### config.mk
export PLATFORM = sky130hd
export DESIGN_NAME = csr_file
export DESIGN_NICKNAME = d
export VERILOG_FILES = /design/src/rtl/csr_file.sv
export SDC_FILE = /design/constraint.sdc
export NUM_CORES = 1
export LEC_CHECK = 0
export CAP_MARGIN = 10
export CELL_PAD_IN_SITES_DETAIL_PLACEMENT = 1
export CELL_PAD_IN_SITES_GLOBAL_PLACEMENT = 1
export CORE_MARGIN = 8
export CORE_UTILIZATION = 35
export DETAILED_ROUTE_END_ITERATION = 16
export GPL_TIMING_DRIVEN = 0
export PLACE_DENSITY = 0.92
export SLEW_MARGIN = 20
export SYNTH_ARGS = -nofsm -noshare
export SYNTH_HDL_FRONTEND = slang
export SYNTH_SLANG_ARGS = --single-unit
### constraint.sdc
create_clock -name clock -period 5.8 [get_ports clock]
set_input_delay 1.16 -clock clock [delete_from_list [all_inputs] [get_ports clock]]
set_output_delay 1.16 -clock clock [all_outputs]
set_load 0.1 [all_outputs]
### src/rtl/csr_file.sv
// Machine-mode CSR file (mstatus/mtvec/mepc/mcause) with trap/mret handling and PC redirect.
// Response registered one cycle after accept; held in RESP until resp_ready, no new accept meanwhile.
module csr_file #(
    parameter int XLEN = 32
) (
    input  logic            clock,
    input  logic            reset,
    input  logic            cmd_valid,
    output logic            cmd_ready,
    input  logic [1:0]      cmd_op,
    input  logic [11:0]     cmd_addr,
    input  logic [XLEN-1:0] cmd_wdata,
    output logic            resp_valid,
    input  logic            resp_ready,
    output logic [XLEN-1:0] resp_rdata,
    output logic            resp_illegal,
    input  logic            trap_valid,
    input  logic [XLEN-1:0] trap_pc,
    input  logic [XLEN-1:0] trap_cause,
    input  logic            mret_valid,
    output logic            redirect_valid,
    output logic [XLEN-1:0] redirect_pc,
    output logic [XLEN-1:0] mstatus,
    output logic [XLEN-1:0] mtvec,
    output logic [XLEN-1:0] mepc,
    output logic [XLEN-1:0] mcause
);

    localparam logic [11:0] ADDR_MSTATUS = 12'h300;
    localparam logic [11:0] ADDR_MTVEC   = 12'h305;
    localparam logic [11:0] ADDR_MEPC    = 12'h341;
    localparam logic [11:0] ADDR_MCAUSE  = 12'h342;

    localparam logic [XLEN-1:0] MSTATUS_MPP   = XLEN'(32'h0000_1800);
    localparam logic [XLEN-1:0] MSTATUS_WMASK = XLEN'(32'h0000_0088);
    localparam logic [XLEN-1:0] ALIGN_MASK    = ~XLEN'(32'h3);

    typedef enum logic {
        IDLE,
        RESP
    } state_t;

    state_t state, state_next;

    always_ff @(posedge clock or posedge reset) begin
        if (reset) state <= IDLE;
        else       state <= state_next;
    end

    always_comb begin
        state_next = state;
        cmd_ready  = 1'b0;
        resp_valid = 1'b0;
        case (state)
            IDLE: begin
                cmd_ready = 1'b1;
                if (cmd_valid) state_next = RESP;
            end
            RESP: begin
                resp_valid = 1'b1;
                if (resp_ready) state_next = IDLE;
            end
            default: state_next = IDLE;
        endcase
    end

    logic            accept;
    logic            sel_mstatus, sel_mtvec, sel_mepc, sel_mcause, illegal;
    logic [XLEN-1:0] old_val, new_val;
    logic            op_writes, wr_en;
    logic [XLEN-1:0] mstatus_trap, mstatus_mret;

    always_comb begin
        accept      = cmd_valid && cmd_ready;
        sel_mstatus = (cmd_addr == ADDR_MSTATUS);
        sel_mtvec   = (cmd_addr == ADDR_MTVEC);
        sel_mepc    = (cmd_addr == ADDR_MEPC);
        sel_mcause  = (cmd_addr == ADDR_MCAUSE);
        illegal     = !(sel_mstatus || sel_mtvec || sel_mepc || sel_mcause);

        old_val = '0;
        if (sel_mstatus) old_val = mstatus;
        if (sel_mtvec)   old_val = mtvec;
        if (sel_mepc)    old_val = mepc;
        if (sel_mcause)  old_val = mcause;

        new_val   = old_val;
        op_writes = 1'b0;
        case (cmd_op)
            2'b01: begin new_val = cmd_wdata;            op_writes = 1'b1;             end
            2'b10: begin new_val = old_val | cmd_wdata;  op_writes = (cmd_wdata != '0); end
            2'b11: begin new_val = old_val & ~cmd_wdata; op_writes = (cmd_wdata != '0); end
            default: op_writes = 1'b0;
        endcase
        wr_en = accept && op_writes && !illegal;

        // MPIE <- MIE, MIE <- 0 on trap; MIE <- MPIE, MPIE <- 1 on mret
        mstatus_trap    = MSTATUS_MPP;
        mstatus_trap[7] = mstatus[3];
        mstatus_mret    = MSTATUS_MPP;
        mstatus_mret[7] = 1'b1;
        mstatus_mret[3] = mstatus[7];
    end

    always_ff @(posedge clock or posedge reset) begin
        if (reset) begin
            mstatus <= MSTATUS_MPP;
            mtvec   <= '0;
            mepc    <= '0;
            mcause  <= '0;
        end else begin
            // Trap/mret own the CSRs they touch; mtvec writes are never blocked.
            if (trap_valid) begin
                mstatus <= mstatus_trap;
                mepc    <= trap_pc & ALIGN_MASK;
                mcause  <= trap_cause;
            end else begin
                if (mret_valid)
                    mstatus <= mstatus_mret;
                else if (wr_en && sel_mstatus)
                    mstatus <= (new_val & MSTATUS_WMASK) | MSTATUS_MPP;
                if (wr_en && sel_mepc)   mepc   <= new_val & ALIGN_MASK;
                if (wr_en && sel_mcause) mcause <= new_val;
            end
            if (wr_en && sel_mtvec) mtvec <= new_val & ALIGN_MASK;
        end
    end

    always_ff @(posedge clock or posedge reset) begin
        if (reset) begin
            resp_rdata   <= '0;
            resp_illegal <= 1'b0;
        end else if (accept) begin
            resp_rdata   <= old_val;
            resp_illegal <= illegal;
        end
    end

    always_ff @(posedge clock or posedge reset) begin
        if (reset) begin
            redirect_valid <= 1'b0;
            redirect_pc    <= '0;
        end else begin
            redirect_valid <= trap_valid || mret_valid;
            if (trap_valid)      redirect_pc <= mtvec;
            else if (mret_valid) redirect_pc <= mepc;
        end
    end

endmodule

==> impl_metrics.toml, run 1 <==
[routing]
via_per_inst = 6.12
totalWireLength_um = 47800
routed-via-count = 10400
detail-route-antenna-nets = 0
drt-initial-drc-count = 983
route.detailed.wl_per_inst_um = 28.0
drt_drc_violations_left = 0
first_pass_iters = 5

[clock_network]
htree_levels = 4
cts_hold_buf = 0
post_cts_buffers = 0
insertion_delay_ps = 440
clock_tree.buffer_depth = 2
number_of_buffers_added_by_the_clock_tree_synthesis_step = 17
cts_resized = 0
cts_sinks = 159
worst_setup_hold_path_clk_slew_ps = 70
clock_tree.root_cell = "sky130_fd_sc_hd__clkbuf_16"
tritoncts = "built"

[logic_synthesis]
synthesis.instances = 1019
synth_area_leaders = "sky130_fd_sc_hd__dfrtp_1 42%, sky130_fd_sc_hd__nand2_1 5.0%, sky130_fd_sc_hd__o21ai_0 4.5%"
synth_simple_gate_area_share_pct = 19.1
synth_most_common_cell = "sky130_fd_sc_hd__dfrtp_1"
ys.warnings.count = 0
synth_top_area_share_pct = 41.8
synth-seq-cells = 159
post_synth_instance_area_um2 = 9530
synth_area_per_cell_um2 = 9.35
ys_top_cells_by_count = "159 x sky130_fd_sc_hd__dfrtp_1, 128 x sky130_fd_sc_hd__nand2_1, 86 x sky130_fd_sc_hd__o21ai_0, 68 x sky130_fd_sc_hd__clkbuf_1, 56 x sky130_fd_sc_hd__o211ai_1"
synth-seq-area-share_pct = 41.8
synth_fa_ha_area_share_pct = 0
synth.lib_cells_used.distinct = 58
synth_area_leader_cell = "sky130_fd_sc_hd__dfrtp_1"
largest_family_of_logic_cells_by_synthesized_area = "compound AO/OA/AOI/OAI gates"
synthMuxAreaShare_pct = 3.15
ys.flop_type = "sky130_fd_sc_hd__dfrtp_1"
synth-compound-area-share_pct = 27.7
synth-edff-count = 0
synth_xor_area_share_pct = 0.735
synth_async_sr_flop_share_pct = 100

[worst_setup_path]
worst_path_largest_cell_delay_ps = 700
timing.critical_path.max_delay_family = "buffers and inverters"
critical_path.reg2reg.endpoint = "mtvec[26]$_DFFE_PP0P_"
path_cells = "clkdlybuf4s50_1, nor4_1, nand4_1, o311ai_4, clkbuf_1, o211ai_1"
crit_path_max_fanout = 10
timing.critical_path.required_ps = 6080
start_kind = "input port"
r2r_slack_ps = 3170
critical_path_class = "in2reg"
rr_startpoint = "state$_DFF_PP0_"
cp_num_buf_inv = 2
timing.critical_path.slowest_stage_cell = "sky130_fd_sc_hd__clkbuf_1"
rr_worst_depth = 5
worstSetupEndpointType = "register"
critPathArrivalTime_ps = 4430

[power_and_ir_drop]
power.share.switching_pct = 40.0
combinationalPowerShare_pct = 32.6
seq_power_share_pct = 35.3
cellLeakagePower_nw = 5.38
power.share.clock_pct = 32.1
power.density_nw_per_um2 = 260
switching_power_mw = 1.39
ir_worst_vdd_v = 0.000142
intPower_mw = 2.09

[sta]
slew-limit-headroom_pct = 28.2
post-route-period-util_pct = 71.6
setup_viol = 0
final.min_clock_period_ps = 4150
hold_viol_final = 0
worst_slack_ps = 1650
slew_at_the_pin_closest_to_its_max_slew_limit_ps = 1070
maxClockFrequency_mhz = 241
finClkSkew_ps = 8.05
drv_slew = 0
rsz0062_at_grt = "no"

[grt]
grt_pass1_wl_um = 71200
overflow = 0
grt_antenna_before_repair = 6
number_of_global_route_vias_before_repair = 11200
grt_start_max_net_pins = 61
globalRouteTotalUtil_pct = 28.1

[worst_hold_path]
hold_path_startpoint = "resp_rdata[3]$_DFFE_PP0P_"
hold_crit_path_type = "reg2reg"
hold-path-endpoint = "resp_rdata[3]$_DFFE_PP0P_"
hold-path-cell-count = 2

[final_layout]
synthToLayoutAreaGrowth_pct = 40.7
stdcell_count = 1703
final_util_pct = 49.9
fillers = 3111
finish.instance_area_um2 = 13400
final_nets = 1458
fraction_of_final_layout_cells_sized_beyond_drive_strength_1_pct = 10.5

[run]
drv.max_cap_violation_count = 0

[placed_design]
gp_congestion = 0.883
place_inst = 1664
hpwlAfterDp_um = 34500
place_ws_ps = 1430
buffer_ports.inserted = 268
placed_cell_area_um2 = 12800

[floorplanning]
die_width_um = 181
num_rows = 60
io_pins = 312
die_height_um = 181
die_area_um2 = 32800
starting_density_pct = 35.5
design.core.area_um2 = 26900

[outcome]
outcome = "finished clean"
## logic make-up (layout without fill, tap and decap cells)
group | after synthesis | count (layout)
buf+inv | 137 | 439
other cells | 2 | 43
flops | 159 | 159
xor+xnor | 8 | 8
compound gates | 351 | 351
mux | 30 | 30
simple gates | 332 | 332
## cells in the final DEF, fill, tap and decap left out, types with 27 or more instances in the layout
cell,Yosys,layout
sky130_fd_sc_hd__buf_4,37,37
sky130_fd_sc_hd__a22oi_1,32,32
sky130_fd_sc_hd__nand2_1,128,128
sky130_fd_sc_hd__mux2i_1,30,30
sky130_fd_sc_hd__o211ai_1,56,56
sky130_fd_sc_hd__or2_2,27,27
sky130_fd_sc_hd__nand2b_1,34,34
sky130_fd_sc_hd__dfrtp_1,159,159
sky130_fd_sc_hd__clkdlybuf4s50_1,0,268
sky130_fd_sc_hd__nand3_1,30,30
sky130_fd_sc_hd__nand3b_1,31,31
sky130_fd_sc_hd__o21ai_0,86,86
sky130_fd_sc_hd__a22o_1,30,30
sky130_fd_sc_hd__clkbuf_1,68,70
sky130_fd_sc_hd__o31ai_1,32,32
sky130_fd_sc_hd__conb_1,2,36
## worst register-to-register path, delay by kind of cell, from the launching register on
| family | cells | cell delay [ps] |
|---|---|---|
| AND/OR/NAND/NOR | 2 | 1050 |
| AO/OA/AOI/OAI | 2 | 670 |
| buffers and inverters | 1 | 410 |
| flip-flops | 1 | 390 |
## final cells by class
cell class | instances | area (µm²) | share of cell area (%)
diodes | 7 | 17.5 | 0.131
multi-input cells | 757 | 4960 | 37.0
repair buffers | 270 | 2740 | 20.4
well taps | 341 | 427 | 3.18
inverters | 8 | 37.5 | 0.280
clock inverters | 9 | 85.1 | 0.635
plain buffers | 129 | 686 | 5.11
flip-flops and latches | 159 | 3980 | 29.7
clock buffers | 23 | 478 | 3.56
## worst max path at each step
stage,cells after the start,startpoint,endpoint
after floorplan,1,reset,mcause[0]$_DFFE_PP0P_
after global placement,2,reset,mcause[8]$_DFFE_PP0P_
after detailed placement,6,cmd_wdata[2],mtvec[26]$_DFFE_PP0P_
after CTS,6,cmd_wdata[22],mtvec[26]$_DFFE_PP0P_
after global routing,7,cmd_wdata[22],mtvec[26]$_DFFE_PP0P_
final,6,cmd_wdata[2],mcause[2]$_DFFE_PP0P_
## state kept, by name, indices dropped and copies added (netlist names), 2 cells and up
| signal | cells |
|---|---|
| mepc | 30 |
| mtvec | 30 |
| redirect_pc | 30 |
| mcause | 32 |
| mstatus | 2 |
| resp_rdata | 32 |
## through the flow
| stage | setup TNS [ps] | power, mW | hold WS (ps) |
|---|---|---|---|
| detailed placement | 0 | 2.37 | 474 |
| floorplan | 0 | 2.02 | 961 |
| CTS | 0 | 3.48 | 488 |
| global route | 0 | 3.56 | 518 |
| finish | 0 | 3.48 | 485 |
| global placement | -359130 | 2.34 | 462 |
## power by group through the flow
stage | combinational (mW) | sequential (mW) | clock, mW
finish | 1.14 | 1.23 | 1.12
global route | 1.17 | 1.24 | 1.15
CTS | 1.13 | 1.23 | 1.12
detailed placement | 1.12 | 1.25 | 0
global placement | 1.10 | 1.25 | 0
floorplan | 0.364 | 1.65 | 0
## per-layer routing
metal	GRT usage [%]	share of wire, %	vias up
met4	17.7	5.8	0
met3	7.56	9.3	158
met5	0	0	-
li1	-	-	4353
met2	43.4	45	703
met1	34.5	40	5212
Note: power is estimated with default switching activity, not from simulation.
==> run 2, diff against run 1 <==
CORE_UTILIZATION = 31   (was 35)
PLACE_DENSITY = 0.87   (was 0.92)
clock period = 3.4 ns   (was 5.8 ns; I/O delays follow)
==> run 2 against run 1 <==
Register-to-register slack worse by 2400 ps. Largest power group unchanged. Highest routed layer is now met5. Via count fell by 0.99%. Total power increased by 73%. Sequential power is 71% higher. Largest cell class unchanged. First-iteration DRC count down 22%. Setup slack got worse by 1600 ps. Worst hold slack better by 4.4 ps.
==> impl_metrics.toml, run 2 (synthesis gave the netlist of run 1 again) <==
[sta]
slew-limit-headroom_pct = 26.7
finClkSkew_ps = 11.7
drv_slew = 0
maxClockFrequency_mhz = 295
worst_slack_ps = 8.12
rsz0062_at_grt = "yes"
final.min_clock_period_ps = 3390
setup_viol = 0
hold_viol_final = 0
fin_tns_setup_ps = 0
post-route-period-util_pct = 99.8
slew_at_the_pin_closest_to_its_max_slew_limit_ps = 1100

[floorplanning]
io_pins = 312
num_rows = 64
die_area_um2 = 36600
design.core.area_um2 = 30400
starting_density_pct = 31.3
die_width_um = 191
die_height_um = 191

[worst_setup_path]
start_kind = "input port"
rr_startpoint = "state$_DFF_PP0_"
r2r_slack_ps = 820
critical_path.reg2reg.endpoint = "mcause[7]$_DFFE_PP0P_"
worstSetupEndpointType = "register"
timing.critical_path.required_ps = 3760
critical_path_class = "in2reg"
rr_worst_depth = 5
critPathArrivalTime_ps = 3750
crit_path_max_fanout = 10

[final_layout]
synthToLayoutAreaGrowth_pct = 42.5
multi_input_logic_area_um2 = 4990
seq_area_um2 = 3980
final_util_pct = 44.6
fraction_of_final_layout_cells_sized_beyond_drive_strength_1_pct = 11.5
largestRegisters = "mcause: 32 flops, resp_rdata: 32 flops"
final_nets = 1461
fillers = 3485
stdcell_count = 1759
mostFrequentLayoutCell = "sky130_fd_sc_hd__clkdlybuf4s50_1"
commonest_cells_after_routing_fill_and_taps_aside = "268 x sky130_fd_sc_hd__clkdlybuf4s50_1, 159 x sky130_fd_sc_hd__dfrtp_1, 128 x sky130_fd_sc_hd__nand2_1"

[placed_design]
place_ws_ps = -617
buffer_ports.inserted = 268
gp_congestion = 0.890
hpwlAfterDp_um = 36000
place_inst = 1722

[routing]
route.detailed.wl_per_inst_um = 27.9
via_per_inst = 5.87
drt-initial-drc-count = 762
routed-via-count = 10300
totalWireLength_um = 49000
drt_drc_violations_left = 0
detail-route-antenna-nets = 0
first_pass_iters = 5

[clock_network]
tritoncts = "built"
worst_setup_hold_path_clk_slew_ps = 70
cts_sinks = 159
clock_tree.buffer_depth = 2
number_of_buffers_added_by_the_clock_tree_synthesis_step = 17
clock_tree.root_cell = "sky130_fd_sc_hd__clkbuf_16"
htree_levels = 4
insertion_delay_ps = 460
cts_hold_buf = 0
post_cts_buffers = 0

[power_and_ir_drop]
total_power_mw = 6.04
ir_worst_vdd_v = 0.000311
power.density_nw_per_um2 = 445
cellLeakagePower_nw = 5.43

[run]
drv.max_cap_violation_count = 0

[grt]
grt_pass1_wl_um = 71500
grt_antenna_before_repair = 6
grt_start_max_net_pins = 34
number_of_global_route_vias_before_repair = 10900
globalRouteTotalUtil_pct = 26.0
overflow = 0

[outcome]
outcome = "finished clean"

[worst_hold_path]
hold_path_startpoint = "resp_rdata[0]$_DFFE_PP0P_"
hold_crit_path_type = "reg2reg"
hold-path-endpoint = "resp_rdata[0]$_DFFE_PP0P_"
hold-path-cell-count = 2
run 2: critical path, cell delays in order:
cell and delay (ps):
sky130_fd_sc_hd__clkdlybuf4s50_1 520, sky130_fd_sc_hd__nor4_1 590, sky130_fd_sc_hd__nand4_1 510, sky130_fd_sc_hd__o311ai_4 750, sky130_fd_sc_hd__buf_2 400, sky130_fd_sc_hd__nand3b_1 160
sky130_fd_sc_hd__o211ai_1 130
run 2: where the power goes:
group / total (mW) / switching, mW / internal [mW]
Sequential: 2.10 / 0.110 / 1.99
Clock: 2.00 / 0.935 / 1.07
Combinational: 1.95 / 1.43 / 0.519
Total: 6.04 / 2.47 / 3.57
run 2: area by class of cell:
class | instances | area share, %
inverter | 8 | 0.249
multi-input combinational | 757 | 36.8
clock inverter | 13 | 0.958
sequential | 159 | 29.3
antenna | 5 | 0.0921
clock buffer | 19 | 3.33
timing repair buffer | 273 | 20.5
tap | 396 | 3.65
buffer | 129 | 5.10
run 2: worst max-delay path by stage:
stage | startpoint | to | slack, ps | cells past startpoint
after floorplan | state$_DFF_PP0_ | resp_rdata[10]$_DFFE_PP0P_ | 630 | 5
after global placement | reset | resp_rdata[10]$_DFFE_PP0P_ | -890 | 2
after detailed placement | cmd_wdata[22] | mcause[4]$_DFFE_PP0P_ | -620 | 6
after CTS | cmd_wdata[23] | mepc[20]$_DFFE_PP0P_ | 5 | 6
after global routing | cmd_wdata[2] | mtvec[27]$_DFFE_PP0P_ | -40 | 6
final | cmd_wdata[2] | mcause[4]$_DFFE_PP0P_ | 8 | 7
run 2: per-layer routing:
layer  wire length (µm)  vias to the layer above  GRT usage (%)
li1                   -                     4344              -
met1              19900                     5246           33.0
met2              22600                      590           40.8
met3               3960                      141           6.13
met4               2450                        2           13.3
met5                 13                        -              0
run 2: repair_timing:
action	CTS	global route
endpoints found under the setup margin	71	37
resized for setup	6	6
pin swaps	0	0
cloned	0	0
run 2: metrics by stage:
stage	area, µm²	hold WS [ps]
2_1_floorplan	9660	776
3_3_place_gp	12800	461
3_5_place_dp	12900	471
4_1_cts	13600	493
5_1_grt	13600	519
6_report	13600	489
==> run 3, diff against run 2 <==
SETUP_SLACK_MARGIN = 0.4   (was not set)
==> run 3 against run 2 <==
Non-clock buffer count grew 11. Worst hold slack barely moved. Total power up 0.17%. Critical endpoint unchanged. Fmax grew 14%. Setup slack better by 430 ps. First-iteration DRC count grew 11%. Utilization up 0.46 points. Register-to-register slack hardly changed. Highest routed layer unchanged.
==> impl_metrics.toml, run 3 (synthesis gave the netlist of run 1 again) <==
[run]
drv.max_cap_violation_count = 0

[clock_network]
htree_levels = 4
number_of_buffers_added_by_the_clock_tree_synthesis_step = 17
cts_hold_buf = 0
clock_tree.buffer_depth = 2
tritoncts = "built"
worst_setup_hold_path_clk_slew_ps = 70
clock_tree.root_cell = "sky130_fd_sc_hd__clkbuf_16"
insertion_delay_ps = 460
cts_sinks = 159

[routing]
drt_drc_violations_left = 0
via_per_inst = 5.83
first_pass_iters = 7
totalWireLength_um = 49300
route.detailed.wl_per_inst_um = 27.8
detail-route-antenna-nets = 0
routed-via-count = 10300
drt-initial-drc-count = 843

[power_and_ir_drop]
ir_worst_vdd_v = 0.000330
intPower_mw = 3.57
cellLeakagePower_nw = 5.52
total_power_mw = 6.05
combinationalPowerShare_pct = 32.2
power.density_nw_per_um2 = 441
power.share.clock_pct = 33.2
switching_power_mw = 2.48
seq_power_share_pct = 34.6
power.share.switching_pct = 41.0

[placed_design]
place_inst = 1722
buffer_ports.inserted = 268
gp_congestion = 0.890
hpwlAfterDp_um = 36000

[final_layout]
final_util_pct = 45.1
commonest_cells_after_routing_fill_and_taps_aside = "268 x sky130_fd_sc_hd__clkdlybuf4s50_1, 159 x sky130_fd_sc_hd__dfrtp_1, 128 x sky130_fd_sc_hd__nand2_1"
synthToLayoutAreaGrowth_pct = 44.0
mostFrequentLayoutCell = "sky130_fd_sc_hd__clkdlybuf4s50_1"
stdcell_count = 1771
final_nets = 1472
fraction_of_final_layout_cells_sized_beyond_drive_strength_1_pct = 13.1
largestRegisters = "mcause: 32 flops, resp_rdata: 32 flops"

[sta]
hold_viol_final = 0
slew_at_the_pin_closest_to_its_max_slew_limit_ps = 1090
slew-limit-headroom_pct = 26.9
drv_slew = 0
hold_ws_ps = 489
fin_tns_setup_ps = 0
setup_viol = 0
rsz0062_at_grt = "yes"
post-route-period-util_pct = 87.2
finClkSkew_ps = 12.2
final.min_clock_period_ps = 2970
maxClockFrequency_mhz = 337

[worst_setup_path]
crit_path_max_fanout = 10
worst_path_largest_cell_delay_ps = 570
start_kind = "input port"
cp_num_buf_inv = 3
path_cells = "clkdlybuf4s50_1, nor4_1, nand3_2, o311ai_4, buf_4, buf_2, nand3b_1, o211ai_1"
worstSetupEndpointType = "register"
cp.depth = 8
critical_path_class = "in2reg"
timing.critical_path.required_ps = 3760
critPathArrivalTime_ps = 3320
timing.critical_path.max_delay_family = "buffers and inverters"
timing.critical_path.slowest_stage_cell = "sky130_fd_sc_hd__clkdlybuf4s50_1"
rr_worst_depth = 6

[floorplanning]
io_pins = 312
starting_density_pct = 31.3
design.core.area_um2 = 30400
num_rows = 64
die_width_um = 191
die_area_um2 = 36600
die_height_um = 191

[worst_hold_path]
hold_crit_path_type = "reg2reg"
hold-path-cell-count = 2

[outcome]
outcome = "finished clean"

[grt]
globalRouteTotalUtil_pct = 26.1
number_of_global_route_vias_before_repair = 11000
grt_antenna_before_repair = 7
grt_start_max_net_pins = 34
overflow = 0
grt_pass1_wl_um = 71800
## run 3: cell count changes in the layout (fill, tap and decap cells not counted), sizes merged
cell / delta
clkbuf: -1
clkdlybuf4s15: +1
diode: +1
buf: +11
## run 3: layout make-up
| class | instances | area (µm²) |
|---|---|---|
| Sequential cell | 159 | 3980 |
| Timing Repair Buffer | 284 | 2890 |
| Tap cell | 396 | 495 |
| Fill cell | 3474 | 16700 |
| Clock buffer | 19 | 453 |
| Clock inverter | 13 | 130 |
| Inverter | 8 | 33.8 |
| Multi-Input combinational cell | 757 | 5020 |
| Antenna cell | 6 | 15.0 |
| Buffer | 129 | 711 |
## run 3: tightest hold or removal path, cell delays in order (launching register included)
cell	delay, ps
sky130_fd_sc_hd__dfrtp_1	350
sky130_fd_sc_hd__nand2_1	50
sky130_fd_sc_hd__nand2_1	60
## run 3: path summary, 6_finish.rpt
check	to	slack, ps	start
worst min register to register	resp_rdata[0]$_DFFE_PP0P_	490	resp_rdata[0]$_DFFE_PP0P_
worst max register to register	mcause[7]$_DFFE_PP0P_	810	state$_DFF_PP0_
min in group asynchronous	mepc[27]$_DFFE_PP0P_	640	reset
worst max-delay path	mcause[4]$_DFFE_PP0P_	430	cmd_wdata[15]
max in group asynchronous	resp_rdata[10]$_DFFE_PP0P_	1770	reset
worst min-delay path	resp_rdata[0]$_DFFE_PP0P_	490	resp_rdata[0]$_DFFE_PP0P_
## run 3: power groups by stage
stage | combinational (mW) | sequential [mW] | clock, mW
after floorplan | 0.621 | 2.82 | 0
after global placement | 1.88 | 2.13 | 0
after detailed placement | 1.92 | 2.13 | 0
after CTS | 1.94 | 2.10 | 2.02
after global routing | 2.02 | 2.11 | 2.09
final | 1.95 | 2.10 | 2.01
## run 3: per-layer routing
layer | part of all wire (%) | vias to the layer above | wire, µm | global-route usage [%]
met2 | 47 | 583 | 23000 | 41.1
met1 | 40 | 5250 | 20000 | 33.1
met5 | 0.051 | - | 25 | 0
li1 | - | 4371 | - | -
met3 | 8.3 | 121 | 4070 | 6.40
met4 | 4.6 | 4 | 2270 | 12.7
## run 3: per-stage QoR
step	setup slack, ps	instance area (µm²)
floorplan	630	9660
global placement	-892	12800
detailed placement	-617	12900
CTS	378	13600
global route	359	13700
finish	434	13700
## run 3: repair_timing
action                                  in CTS  in global routing
buffers inserted                             5                  6
endpoints found under the setup margin      92                103
endpoints found under the hold margin        0                  0
pin swaps                                    2                  2
gates cloned                                 0                  0
resized for setup                           18                 13
